`src/rtl/core_pkg.sv`:
```
// Shared core-wide word definitions used across the execute stage.
package core_pkg;
  localparam int XLEN = 32;
  typedef logic [XLEN-1:0] word_t;
endpackage

```
`src/rtl/decoder_pkg.sv`:
```
// Decoder-visible encodings: divider opcodes and divider FSM states.
package decoder_pkg;
  typedef enum logic [1:0] {
    DIV_DIV  = 2'd0,
    DIV_DIVU = 2'd1,
    DIV_REM  = 2'd2,
    DIV_REMU = 2'd3
  } div_op_t;

  typedef enum logic [1:0] {
    DIV_ST_IDLE = 2'd0,
    DIV_ST_RUN  = 2'd1,
    DIV_ST_FIX  = 2'd2,
    DIV_ST_DONE = 2'd3
  } div_state_t;
endpackage

```
`src/rtl/div_step.sv`:
```
// One restoring-division iteration: shift, compare, conditional subtract; combinational.
// No backpressure; the caller decides when to register the result.
module div_step #(
  parameter int WIDTH = 32
) (
  input  logic [WIDTH-1:0] rem,
  input  logic [WIDTH-1:0] quo,
  input  logic [WIDTH-1:0] divisor,
  output logic [WIDTH-1:0] rem_nxt,
  output logic [WIDTH-1:0] quo_nxt
);
  logic [WIDTH:0] shifted;
  logic [WIDTH:0] diff;

  // One extra bit keeps the compare exact when the divisor magnitude uses the full word.
  always_comb begin
    shifted = {rem, quo[WIDTH-1]};
    diff    = shifted - {1'b0, divisor};
    if (diff[WIDTH]) begin
      rem_nxt = shifted[WIDTH-1:0];
      quo_nxt = {quo[WIDTH-2:0], 1'b0};
    end else begin
      rem_nxt = diff[WIDTH-1:0];
      quo_nxt = {quo[WIDTH-2:0], 1'b1};
    end
  end
endmodule

```
`src/rtl/div_unit.sv`:
```
// RV32M DIV/DIVU/REM/REMU iterative divider; done 1 cycle after accept for /0 and overflow, WIDTH+2 otherwise.
// start is only accepted in IDLE or DONE; while busy the core must stall and start is ignored.
module div_unit
  import decoder_pkg::*;
#(
  parameter int WIDTH = core_pkg::XLEN
) (
  input  logic             clk,
  input  logic             reset,
  input  logic             start,
  input  div_op_t          op,
  input  logic [WIDTH-1:0] a,
  input  logic [WIDTH-1:0] b,
  output logic             busy,
  output logic             done,
  output logic [WIDTH-1:0] res
);
  localparam int CW = $clog2(WIDTH);

  div_state_t       state;
  div_op_t          op_q;
  logic             sign_a;
  logic             sign_b;
  logic [WIDTH-1:0] rem_q;
  logic [WIDTH-1:0] quo_q;
  logic [WIDTH-1:0] dvs_q;
  logic [CW-1:0]    cnt;

  logic [WIDTH-1:0] rem_nxt;
  logic [WIDTH-1:0] quo_nxt;
  logic             accept;
  logic             is_signed;
  logic             neg_a;
  logic             neg_b;
  logic             div_zero;
  logic             overflow;
  logic [WIDTH-1:0] mag_a;
  logic [WIDTH-1:0] mag_b;
  logic [WIDTH-1:0] special_res;
  logic [WIDTH-1:0] fix_res;

  div_step #(.WIDTH(WIDTH)) u_step (
    .rem     (rem_q),
    .quo     (quo_q),
    .divisor (dvs_q),
    .rem_nxt (rem_nxt),
    .quo_nxt (quo_nxt)
  );

  always_comb begin
    accept    = start && ((state == DIV_ST_IDLE) || (state == DIV_ST_DONE));
    is_signed = (op == DIV_DIV) || (op == DIV_REM);
    neg_a     = is_signed && a[WIDTH-1];
    neg_b     = is_signed && b[WIDTH-1];
    mag_a     = neg_a ? (~a + 1'b1) : a;
    mag_b     = neg_b ? (~b + 1'b1) : b;
    div_zero  = (b == '0);
    overflow  = is_signed && (a == {1'b1, {(WIDTH-1){1'b0}}}) && (b == '1);
    // Overflow quotient is the dividend itself (the most negative word); remainder is zero.
    if (div_zero) special_res = op[1] ? a : '1;
    else          special_res = op[1] ? '0 : a;
    // sign_a/sign_b are only ever set for signed ops, so unsigned ops pass through.
    if (op_q[1]) fix_res = sign_a ? (~rem_q + 1'b1) : rem_q;
    else         fix_res = (sign_a ^ sign_b) ? (~quo_q + 1'b1) : quo_q;
  end

  always_ff @(posedge clk) begin
    if (reset) begin
      state  <= DIV_ST_IDLE;
      op_q   <= DIV_DIV;
      sign_a <= 1'b0;
      sign_b <= 1'b0;
      rem_q  <= '0;
      quo_q  <= '0;
      dvs_q  <= '0;
      cnt    <= '0;
      res    <= '0;
    end else begin
      case (state)
        DIV_ST_RUN: begin
          rem_q <= rem_nxt;
          quo_q <= quo_nxt;
          cnt   <= cnt - 1'b1;
          if (cnt == '0) state <= DIV_ST_FIX;
        end
        DIV_ST_FIX: begin
          res   <= fix_res;
          state <= DIV_ST_DONE;
        end
        default: begin
          if (accept) begin
            op_q   <= op;
            sign_a <= neg_a;
            sign_b <= neg_b;
            rem_q  <= '0;
            quo_q  <= mag_a;
            dvs_q  <= mag_b;
            cnt    <= CW'(WIDTH - 1);
            if (div_zero || overflow) begin
              res   <= special_res;
              state <= DIV_ST_DONE;
            end else begin
              state <= DIV_ST_RUN;
            end
          end else begin
            state <= DIV_ST_IDLE;
          end
        end
      endcase
    end
  end

  assign busy = (state == DIV_ST_RUN) || (state == DIV_ST_FIX);
  assign done = (state == DIV_ST_DONE);
endmodule

```
`config.mk`:
```
export PLATFORM = sky130hd
export DESIGN_NAME = div_unit
export DESIGN_NICKNAME = d
export VERILOG_FILES = /design/src/rtl/core_pkg.sv /design/src/rtl/decoder_pkg.sv /design/src/rtl/div_step.sv /design/src/rtl/div_unit.sv
export SDC_FILE = /design/constraint.sdc
export NUM_CORES = 1
export LEC_CHECK = 0
export ABC_AREA = 1
export BUFFER_PORTS_ARGS = -buffer_cell sky130_fd_sc_hd__buf_2
export CORE_MARGIN = 2
export CORE_UTILIZATION = 30
export DETAILED_ROUTE_END_ITERATION = 7
export GPL_ROUTABILITY_DRIVEN = 0
export PLACE_DENSITY_LB_ADDON = 0.3
export REMOVE_ABC_BUFFERS = 1
export SLEW_MARGIN = 10
export SYNTH_ARGS = -nofsm -noshare
export SYNTH_HDL_FRONTEND = slang
export SYNTH_HIERARCHICAL = 1
export SYNTH_SLANG_ARGS = --single-unit
```
`constraint.sdc`:
```
create_clock -name clk -period 6.7 [get_ports clk]
set_input_delay 1.34 -clock clk [delete_from_list [all_inputs] [get_ports clk]]
set_output_delay 1.34 -clock clk [all_outputs]
set_load 0.02 [all_outputs]
```
# [Yosys cells after proc, flatten, opt, wreduce, memory -nomap -nowiden]
# Cells that the tools add are included.
[word_totals] regBits=139 in_bits=69 out_inout_bits=34
[op_classes] n_addsub=6 n_eq_ne=7 muxes=23 n_bitwise=8 n_reduce_logical=20
[ops] op="32-bit two-way mux" n=13
[ops] op="32-bit case mux with 2 select lines" n=3
[ops] op="32-bit by 1-bit adder with 32-bit output, second input constant" n=4
[ops] op="32-bit NOT" n=4
[ops] op="32-bit equality test, second input constant" n=2
[ops] op="33-bit by 32-bit subtractor with 33-bit output" n=1
[ops] op="32-bit logical NOT" n=1
[ops] op="5-bit case mux with 2 select lines" n=1
[ops] op="2-bit equality test, second input constant" n=3
[ops] op="2-bit two-way mux" n=3
[ops] op="2-bit nonzero test" n=3
[ops] op="1-bit logical AND" n=5
[ops] op="5-bit logical NOT" n=1
[ops] op="5-bit two-way mux" n=1
[ops] op="5-bit by 1-bit subtractor with 5-bit output, second input constant" n=1
[ops] op="2-bit logical NOT" n=2
[ops] op="1-bit logical OR" n=4
[ops] op="2-bit case mux with 2 select lines" n=1
[ops] op="2-bit AND reduction" n=2
[ops] op="1-bit NOT" n=3
[ops] op="3-bit AND reduction" n=1
[ops] op="2-bit by 1-bit equality test with 1-bit output, second input constant" n=1
[ops] op="2-bit inequality test, second input constant" n=1
[ops] op="2-bit OR reduction" n=1
[ops] op="2 further kinds" n=2

# [Depth between registers and ports, before layout]
[depth] depth_word=8 ltp_mapped=19

# [Modules after synthesis]
# The synthesis kept the hierarchy.
[modules_own_cells] mod="div_unit" n_inst=1 cells_each=1908 area_per_inst_um2=10635.2
[modules_own_cells] mod="div_step" n_inst=1 cells_each=714 area_per_inst_um2=3395.8

# [Least setup slack after synthesis]
# No wires, ideal clock.
[synth_path] kind="input-to-reg" start="input port b[0]" end="register res[12]" setup_ps=111 arrival_ps=2761 path_slack_ps=3827 cell_stages=13 n_path_buf=2 cell_sequence="inv_1 -> ha_1 -> nand3_1 -> nor2_2 -> nand2_2 -> nor2_4 -> inv_2 -> nand3_2 -> nand3_4 -> buf_6 -> buf_6 -> nor2_1 -> nor2_1"
[synth_between] elab_chain_len=5 word_cells_on_any_way=10 classes_between="eq/ne: 1; mux: 4; reduce/logical: 5"
[synth_rtl] element="start, declared" line_no="div_unit.sv:13" source="input logic [WIDTH-1:0] b,"
[synth_rtl] element="32-bit logical NOT or 32-bit equality test (tied branches)" line_no="div_unit.sv:57, div_unit.sv:58"
[synth_rtl] element="32-bit two-way mux or 1-bit logical AND (tied branches)" line_no="div_unit.sv:60, div_unit.sv:58"
[synth_rtl] element="32-bit two-way mux or 1-bit logical OR (tied branches)" line_no="div_unit.sv:99" source="if (div_zero || overflow) begin"
[synth_rtl] element="32-bit two-way mux or 2-bit nonzero test (tied branches)"
[synth_rtl] element="32-bit case mux with 2 select lines or 3-bit AND reduction (tied branches)"
[synth_rtl] element="end signal, assigned" line_no="div_unit.sv:87" source="res <= fix_res;"
[synth_rtl] element="end signal, assigned" line_no="div_unit.sv:100" source="res <= special_res;"
[synth_rtl] element="end, declared" line_no="div_unit.sv:16" source="output logic [WIDTH-1:0] res"
# Several ways; a longest one is shown, not always the timed one. The select of a mux whose other input is x is not followed.
# A chain may end at the register's enable or synchronous reset.

# [Worst setup path after layout]
[layout_path] start="input port b[0]" end="register res[2]"
# The elaborated chain is that of the path after synthesis.

==> results.cfg <==
[logic_synthesis]
synth.cell_area_um2 = 14000
async_reset_ff_share_pct = 0
synth_cells = 2622
yosysWarnings = 6
synth_edf_count = 0
synthFlopType = dfxtp_1
postSynthAreaPerCell_um2 = 5.35
seq_area_frac_synth_pct = 19.7
synth.distinct_cells = 41
ys_ff_latch = 138

[placement]
place_ws_ns = 2.09
hpwl_um = 38000
port_buffers = 102

[floorplanning]
io_pins = 103
coreArea_um2 = 46400
die_h_um = 220
rows = 79
initial_core_util_pct = 30.3
die_x_um = 220
die-area_um2 = 48500

[clock_tree]
cts_tree = built
ctsRootBufferMaster = clkbuf_16
cts_hold_buf = 0
numClockSinks = 138
htreeDepth = 4
path_clk_slew_ns = 0.06
cts_buffer_depth = 2
cts_made_buffers = 17
cts_resized = 0
insertion_delay_ns = 0.45
post_cts_buffers = 0

[grt]
overflow = 0
grt_pass1_wl_um = 77400
met2_usage_pct = 31.4
grt_pass1_vias = 14091
grt_use_total_pct = 20.2
grt.busiest_layer = met2
antenna_found_initial = 2
grt_max_degree = 63
use_met1_pct = 28.7
use_met3_pct = 3.48

[sta]
fin_ws_ns = 2.53
setup_viol_count_final = 0
worst_pin_slew_ns = 1.10
fin_crit_sh_pct = 62.2
clock.fmax_mhz = 240
final-hold-violation-count = 0
rsz0062_at_grt = false
max-slew-margin-rel_pct = 26.6
setup_tns_ns = 0
fin_skew_ns = 0.0106
min_period_ns = 4.17
finalMaxSlewViolations = 0

[drt]
wl_per_cell_um = 15.0
vias = 15747
viasPerCell = 4.84
drc = 0
ant_nets = 0
drt-total-wl_um = 48700
first_iter_violations = 1353
drt_pre_antenna_iters = 6

[power_and_ir_drop]
switching_share_pct = 52.5
seqPwrFrac_pct = 23.9
vdd_ir_drop_max_mv = 0.224
p_comb_share_pct = 57.6
p_int_mw = 2.50
netSwitchingPower_mw = 2.77
power_density_nw_per_um2 = 343
p_clk_share_pct = 18.5
p_leak_nw = 8.00

[min_path]
hold_end = res[5]
holdCritPathClass = reg -> reg
min_from = res[5]
hold_path_depth = 2

[flow_run]
cap_violations = 0

[critical_path]
worstSetupPathType = in -> reg
cp.required_ns = 7.07
arrival_ns = 4.54
cp-start-kind = input port
rr_startpoint = state[0]
r2r_end = quo_q[0]
cp_max_fo = 57
r2r_cells = 11
r2r_slack_ns = 3.29
cp-end-kind = flip-flop

[finish]
final.fill_count = 5302
final_common_cell = nand2_1
drive_above_1_share_pct = 7.45
layout_common_cells = nand2_1 (930), inv_1 (361), nor2_1 (289)
area_delta_synth_final_pct = 9.41
nets = 2743

[status]
outcome = complete, no violations
## registers in the layout (all words and copies together) (netlist names)
register  cells
cnt           5
dvs_q        32
op_q          1
quo_q        32
rem_q        32
res          32
sign_a        1
sign_b        1
state         2
## cells in the mapped netlist, drive strengths merged, types with 31 or more instances
master | number | area [um^2]
nor2 | 301 | 1160
inv | 370 | 1390
nand2 | 941 | 3570
clkbuf | 63 | 236
nand3 | 229 | 1160
dfxtp | 138 | 2760
nand4 | 31 | 194
ha | 42 | 526
buf | 65 | 444
a21oi | 144 | 728
o21ai | 150 | 751
xor2 | 38 | 333
## stage by stage
step           cell area (um^2)  hold WS, ns  instances  total power [mW]  utilization (%)
3_3_place_gp              14800        0.453       3219              4.27             31.8
6_report                  15400        0.460       3252              5.27             33.1
3_5_place_dp              14800        0.453       3219              4.26             31.8
4_1_cts                   15300        0.463       3251              5.25             33.1
2_1_floorplan             13400        0.439       2494              3.33                -
5_1_grt                   15300        0.485       3251              5.76             33.1
## routing by layer
metal / vias to the layer above / part of all wire (%)
met5: - / 0
met4: 0 / 1.8
met3: 56 / 7.2
met2: 540 / 44
met1: 6939 / 47
li1: 8212 / -
## how the worst max path moves through the flow
stage	from	end	slack, ns
final	b[0]	res[2]	2.53
after global placement	b[0]	res[25]	2.17
after floorplan	start	cnt[4]	0.90
after detailed placement	b[0]	res[25]	2.09
after CTS	b[0]	res[25]	2.56
after global routing	b[0]	res[5]	2.11
## cell families after synthesis
logic type,synth area share [%]
buf+inv,14.8
compound gates,13.4
xor+xnor,2.87
fa+ha+maj,3.89
simple gates,45.3
flops,19.7
## power groups by stage
| stage | combinational [mW] | clock (mW) | sequential, mW |
|---|---|---|---|
| 2_1_floorplan | 2.07 | 0 | 1.26 |
| 3_3_place_gp | 3.00 | 0 | 1.27 |
| 3_5_place_dp | 2.99 | 0 | 1.27 |
| 4_1_cts | 3.00 | 0.991 | 1.26 |
| 5_1_grt | 3.44 | 1.03 | 1.29 |
| 6_report | 3.04 | 0.973 | 1.26 |
## cell type report
cell class                      count  area (um^2)  share of cell area [%]
Multi-Input combinational cell   1984         9210                    60.0
Sequential cell                   138         2760                    18.0
Inverter                          372         1400                    9.10
Tap cell                          607          759                    4.95
Timing Repair Buffer              118          631                    4.11
Clock buffer                       21          480                    3.13
Clock inverter                     11          109                   0.709
Antenna cell                        1         2.50                  0.0163
## worst max-delay path, cell delays in order
cell and delay, ns:
buf_2 0.11, inv_1 0.10, ha_1 0.22, nand3_1 0.15, nor2_2 0.17, nand2_2 0.12, nor2_4 0.84, inv_2 0.21
nand3_2 0.21, nand3_4 0.43, inv_2 0.36, nand2_1 0.09, a21oi_1 0.13
(Power assumes the default switching activity.)
